`src/rtl/sync_fifo_pkg.sv`:
```
// Shared constants and pointer-width helper for the synchronous FIFO.
package sync_fifo_pkg;

    localparam int DEFAULT_DATA_WIDTH = 8;
    localparam int DEFAULT_ADDR_WIDTH = 4;

    // One extra pointer bit separates the full and empty cases when the low bits match.
    function automatic int ptr_width(input int addr_width);
        return addr_width + 1;
    endfunction

endpackage

```
`src/rtl/sync_fifo_mem.sv`:
```
// Simple dual-port RAM: one synchronous write port, one registered read port with enable.
module sync_fifo_mem
    import sync_fifo_pkg::*;
#(
    parameter int DATA_WIDTH = DEFAULT_DATA_WIDTH,
    parameter int ADDR_WIDTH = DEFAULT_ADDR_WIDTH
) (
    input  logic                  clk,
    input  logic                  clr,
    input  logic                  wr_en,
    input  logic [ADDR_WIDTH-1:0] wr_addr,
    input  logic [DATA_WIDTH-1:0] wr_data,
    input  logic                  rd_en,
    input  logic [ADDR_WIDTH-1:0] rd_addr,
    output logic [DATA_WIDTH-1:0] rd_data
);

    localparam int DEPTH = 1 << ADDR_WIDTH;

    logic [DATA_WIDTH-1:0] mem [DEPTH];

    always_ff @(posedge clk) begin
        if (wr_en) begin
            mem[wr_addr] <= wr_data;
        end
    end

    // Storage is never cleared; only the output register returns to zero.
    always_ff @(posedge clk) begin
        if (clr) begin
            rd_data <= '0;
        end else if (rd_en) begin
            rd_data <= mem[rd_addr];
        end
    end

endmodule

```
`src/rtl/sync_fifo.sv`:
```
// Single-clock FIFO with registered read data and registered full/empty flags.
// Optional occupancy output level_out is enabled by defining FIFO_LEVEL_EN.
module sync_fifo
    import sync_fifo_pkg::*;
#(
    parameter int DATA_WIDTH = DEFAULT_DATA_WIDTH,
    parameter int ADDR_WIDTH = DEFAULT_ADDR_WIDTH
) (
    input  logic                  clk,
    input  logic                  rst,
    input  logic [DATA_WIDTH-1:0] data_in,
    input  logic                  write_en_in,
    output logic                  full_out,
    input  logic                  read_en_in,
    output logic [DATA_WIDTH-1:0] data_out,
`ifdef FIFO_LEVEL_EN
    output logic [ADDR_WIDTH:0]   level_out,
`endif
    output logic                  empty_out
);

    localparam int PW = ptr_width(ADDR_WIDTH);

    logic [PW-1:0] wptr;
    logic [PW-1:0] rptr;
    logic [PW-1:0] wptr_nxt;
    logic [PW-1:0] rptr_nxt;
    logic          wr_acc;
    logic          rd_acc;

    // Acceptance uses the registered flags, so each port is gated independently.
    assign wr_acc   = write_en_in && !full_out;
    assign rd_acc   = read_en_in && !empty_out;
    assign wptr_nxt = wr_acc ? wptr + PW'(1) : wptr;
    assign rptr_nxt = rd_acc ? rptr + PW'(1) : rptr;

    sync_fifo_mem #(
        .DATA_WIDTH (DATA_WIDTH),
        .ADDR_WIDTH (ADDR_WIDTH)
    ) u_mem (
        .clk     (clk),
        .clr     (rst),
        .wr_en   (wr_acc && !rst),
        .wr_addr (wptr[ADDR_WIDTH-1:0]),
        .wr_data (data_in),
        .rd_en   (rd_acc),
        .rd_addr (rptr[ADDR_WIDTH-1:0]),
        .rd_data (data_out)
    );

    always_ff @(posedge clk) begin
        if (rst) begin
            wptr      <= '0;
            rptr      <= '0;
            empty_out <= 1'b1;
            full_out  <= 1'b0;
        end else begin
            wptr      <= wptr_nxt;
            rptr      <= rptr_nxt;
            empty_out <= (wptr_nxt == rptr_nxt);
            full_out  <= (wptr_nxt[ADDR_WIDTH] != rptr_nxt[ADDR_WIDTH]) &&
                         (wptr_nxt[ADDR_WIDTH-1:0] == rptr_nxt[ADDR_WIDTH-1:0]);
        end
    end

`ifdef FIFO_LEVEL_EN
    always_ff @(posedge clk) begin
        if (rst) begin
            level_out <= '0;
        end else begin
            level_out <= wptr_nxt - rptr_nxt;
        end
    end
`endif

endmodule

```
`config.mk`:
```
export PLATFORM = sky130hd
export DESIGN_NAME = sync_fifo
export DESIGN_NICKNAME = d
export VERILOG_FILES = /design/src/rtl/sync_fifo_pkg.sv /design/src/rtl/sync_fifo_mem.sv /design/src/rtl/sync_fifo.sv
export SDC_FILE = /design/constraint.sdc
export NUM_CORES = 1
export LEC_CHECK = 0
export ABC_AREA = 1
export ABC_CLOCK_PERIOD_IN_PS = 3700
export BUFFER_PORTS_ARGS = -buffer_cell sky130_fd_sc_hd__buf_2
export CAP_MARGIN = 20
export CORE_AREA = 10 10 136 138
export DETAILED_ROUTE_END_ITERATION = 7
export DIE_AREA = 0 0 146 148
export SETUP_SLACK_MARGIN = 0.5
export SLEW_MARGIN = 10
export SYNTH_ARGS = -nofsm -noshare
export SYNTH_HDL_FRONTEND = slang
export SYNTH_SLANG_ARGS = --single-unit
```
`constraint.sdc`:
```
create_clock -name clk -period 3.7 [get_ports clk]
set_clock_uncertainty 0.2 [all_clocks]
set_input_delay 0.37 -clock clk [delete_from_list [all_inputs] [get_ports clk]]
set_output_delay 0.37 -clock clk [all_outputs]
set_load 0.01 [all_outputs]
```
==> results.md <==
CTS:
- The total number of clock tree sinks is 148.
- The number of buffers inserted during clock tree synthesis is 17.
- The count of hold buffers inserted by post-cts repair is 0.
- The clock root buffer is sky130_fd_sc_hd__clkbuf_16.
- The later pin in the worst-skew pair is clocked with a latency of 0.42 ns.
- The post-cts gate resize count is 0.
- CTS built an H-tree with a depth of 4.
- Clock-pin slew was measured on the worst setup and hold paths at 0.06 ns.
- TritonCTS built the clock tree.
- The maximum number of buffers from clock root to sink is 2.
- Buffers added to address setup during post-CTS repair amount to 0.

Worst setup path:
- Data on the critical path is required at its endpoint by 3.80 ns.
- The critical path starts at rptr[0].
- The kind of start point of the critical path is a flip-flop.
- The delay of the slowest critical-path stage is 0.75 ns.
- The largest fanout on the critical path is 65.
- The endpoint arrival time on the critical path is 2.61 ns.
- The worst setup path is captured at a flip-flop.
- The critical-path cell with the highest stage delay is sky130_fd_sc_hd__dfxtp_2.
- The launching point of the worst reg2reg path is rptr[0].
- The kind of critical path is flip-flop to flip-flop.
- Counting stages on the worst path, the most repeated cell is sky130_fd_sc_hd__a21oi_1.
- The critical path goes through inv_2, o21ai_0, o21ai_1, a21oi_1, a21oi_1.

Floorplanning:
- The cell row count is 46.
- Measured along the y axis, the die boundary spans 148 um.
- The region available for standard cell placement spans 15700 um^2.
- The I/O pin count is 22.
- The die is 146 um wide.
- The initial utilization of the core area, before any placement, comes to 0.396.
- The die covers 21600 um^2.

Place:
- The final weighted congestion of routability-driven global placement is 0.814.
- In this run, placement finished with an instance count of 801.
- After detailed placement, the total cell area comes to 6460 um^2.
- The detailed placer's ending HPWL is 9.33 mm.
- The number of I/O port buffers is 21.

Global route:
- Entering global routing, the biggest net connects 66 pins.
- For this run the aggregate overflow at the end of global routing stands at 0.
- The via count of the first global-routing pass is 4104.
- The initial antenna violation count is 0.
- For this run, the total global-route usage over all layers was measured as 0.135.
- The first global-routing pass estimated 22.6 mm of wire.

Yosys:
- For this run, asynchronously set or reset flops after synthesis account for 0.
- The synthesized netlist net count is 604.
- The dominant register cell in the synthesized netlist is sky130_fd_sc_hd__edfxtp_1.
- The gate count of the mapped netlist is 587.
- The multiplexer share of the synthesized area is 0.
- The average instance area after synthesis is 10.6 um^2.
- The basic-gate share of the synthesized area counting and, or, nand and nor cells is 0.203.
- The dominant combinational cell family by area after synthesis is simple AND/OR/NAND/NOR gates.
- The combined area of all synthesized cells is 6220 um^2.
- Of the total synthesized cell area, the portion taken by full adders, half adders and majority gates is 0.0101.
- The compound-gate portion of the synthesized area is 0.0660.
- The sequential cell area fraction in the yosys report is 0.682.
- The synthesized flop and latch total is 148.
- The count of flip-flops with a built-in enable after synthesis is 128.
- The Yosys step of the flow raised 0 warnings.
- The distinct cell type count of the synthesized netlist is 23.
- Of the total synthesized cell area, the portion taken by XOR and XNOR cells is 0.

STA:
- Static timing analysis puts the maximum clock frequency at 0.398 GHz.
- Setup repair after global routing left no endpoint under its margin.
- The number of slew-limit violations in the final report is 0.
- In the final timing run, aggregate negative setup slack is 0 ns.
- The headroom to the max-slew limit is 0.326.
- Of the available clock period, the critical path in the final layout requires 0.679.
- At the pin with the least slew margin, the transition time is 1.01 ns.
- The routed design could run at a clock period as short as 2.51 ns.
- The number of hold-slack violations in the final timing report came to 0.
- Setup violations remaining at the end of the flow were counted as 0.

Final layout:
- For this run, the share of the core covered by cells in the final layout is 0.448.
- The post-route cell area is 7040 um^2.
- After the last flow step, the layout net total stands at 624.
- In the final layout, the share of cells above drive strength 1 is 0.108.
- From synthesis to final layout, the design area changed by 13.2%.
- The number of fill cells in the layout is 1428.
- The number of antenna diodes in the final layout is 0.
- Once layout is complete, the cells apart from fillers number 836.

Routing:
- The first detailed-routing pass took 5 iterations.
- The detailed router finished its first iteration with 401 violations.
- The count of nets left with antenna violations once routing finished came out at 0.
- Summed over all layers, the routed wires come to 14.4 mm.
- The vias per cell is 5.08.
- The post-detailed-route wirelength per cell is 17.2 um.
- The overall via count from detail_route is 4251.
- The remaining routing DRC violations is 0.

Hold path:
- In this run the most critical hold path is launched from rst.
- The class of the tightest hold or removal check is input port to flip-flop.

Power and ir drop:
- For this design the ratio of total power to cell area is 535 nW/um^2.
- The design draws 0.00377 W.
- The static leakage is 2.60 nW.
- The peak ir drop on the vdd network is 0.330 mV.

Job:
- Across the run, the number of max-cap violations was 0.

Outcome:
- The flow ran to the end, and the final reports show no timing, DRC or antenna violations.
==> Yosys cell counts (5+ instances only) <==
master / n / area [um^2]
sky130_fd_sc_hd__buf_2: 10 / 50.1
sky130_fd_sc_hd__a21oi_1: 17 / 85.1
sky130_fd_sc_hd__buf_4: 5 / 37.5
sky130_fd_sc_hd__clkbuf_1: 6 / 22.5
sky130_fd_sc_hd__o21ai_1: 16 / 80.1
sky130_fd_sc_hd__dfxtp_1: 20 / 400
sky130_fd_sc_hd__ha_1: 5 / 62.6
sky130_fd_sc_hd__o21ai_0: 49 / 245
sky130_fd_sc_hd__nand3_1: 60 / 300
sky130_fd_sc_hd__inv_2: 6 / 22.5
sky130_fd_sc_hd__nor2_1: 116 / 435
sky130_fd_sc_hd__nand2_1: 116 / 435
sky130_fd_sc_hd__edfxtp_1: 128 / 3840
sky130_fd_sc_hd__inv_1: 17 / 63.8
==> cell families after synthesis <==
family	after synthesis
AO/OA/AOI/OAI	82
adder cells (fa/ha/maj)	5
buffers and inverters	49
flip-flops	148
AND/OR/NAND/NOR	303
==> layer usage <==
layer  part of all wire  wire, um  track usage
met5                  0         0            0
met4              0.029       422       0.0641
met3              0.060       861       0.0369
met2               0.47      6830        0.211
met1               0.44      6270        0.169
==> cell usage in the layout, fill, tap and decap left out, types with 6 or more instances in the layout <==
cell type                   netlist  layout
sky130_fd_sc_hd__a21oi_1         17      17
sky130_fd_sc_hd__buf_2           10      24
sky130_fd_sc_hd__clkbuf_16        0      17
sky130_fd_sc_hd__dfxtp_1         20      19
sky130_fd_sc_hd__edfxtp_1       128     128
sky130_fd_sc_hd__inv_1           17      17
sky130_fd_sc_hd__inv_2            6       6
sky130_fd_sc_hd__nand2_1        116     116
sky130_fd_sc_hd__nand3_1         60      60
sky130_fd_sc_hd__nor2_1         116     116
sky130_fd_sc_hd__o21ai_0         49      49
sky130_fd_sc_hd__o21ai_1         16      16
==> critical path, delay by kind of cell (launching register included) <==
family	cells	cell delay, ns
compound gates	4	0.82
buf+inv	1	0.58
flops	1	0.75
==> flip-flops by register name, summed over array words and instances (netlist names) <==
name	count
rptr	5
empty_out	1
u_mem.mem	128
wptr	5
full_out	1
u_mem.rd_data	8
==> per-stage QoR <==
| step | hold slack [ns] | worst slack [ns] |
|---|---|---|
| after global placement | 0.327 | 1.24 |
| after floorplan | 0.239 | 1.84 |
| final | 0.124 | 1.19 |
| after global routing | 0.134 | 0.980 |
| after CTS | 0.101 | 1.19 |
| after detailed placement | 0.329 | 1.19 |
==> where the power goes <==
| part | switching [W] | internal (W) | leakage, nW |
|---|---|---|---|
| combinational | 0.000208 | 0.0000819 | 1.01 |
| clock | 0.000607 | 0.00101 | 0.279 |
| sequential | 0.0000237 | 0.00184 | 1.32 |
==> cell type report <==
cell class,count,area (um^2),area share
clock buffers,27,513,0.0729
inverters,24,90.1,0.0128
well taps,216,270,0.0384
clock inverters,5,48.8,0.00693
multi-input cells,390,1740,0.247
flip-flops and latches,148,4250,0.603
repair buffers,26,135,0.0192
==> worst paths after layout <==
path                       to  slack (ns)  cells past startpoint
max          u_mem.rd_data[5]        1.19                      5
min                   rptr[4]        0.12                      2
max reg2reg  u_mem.rd_data[5]        1.19                      5
min reg2reg  u_mem.rd_data[3]        0.35                      2
No activity file was read; power rests on OpenSTA's default activity.
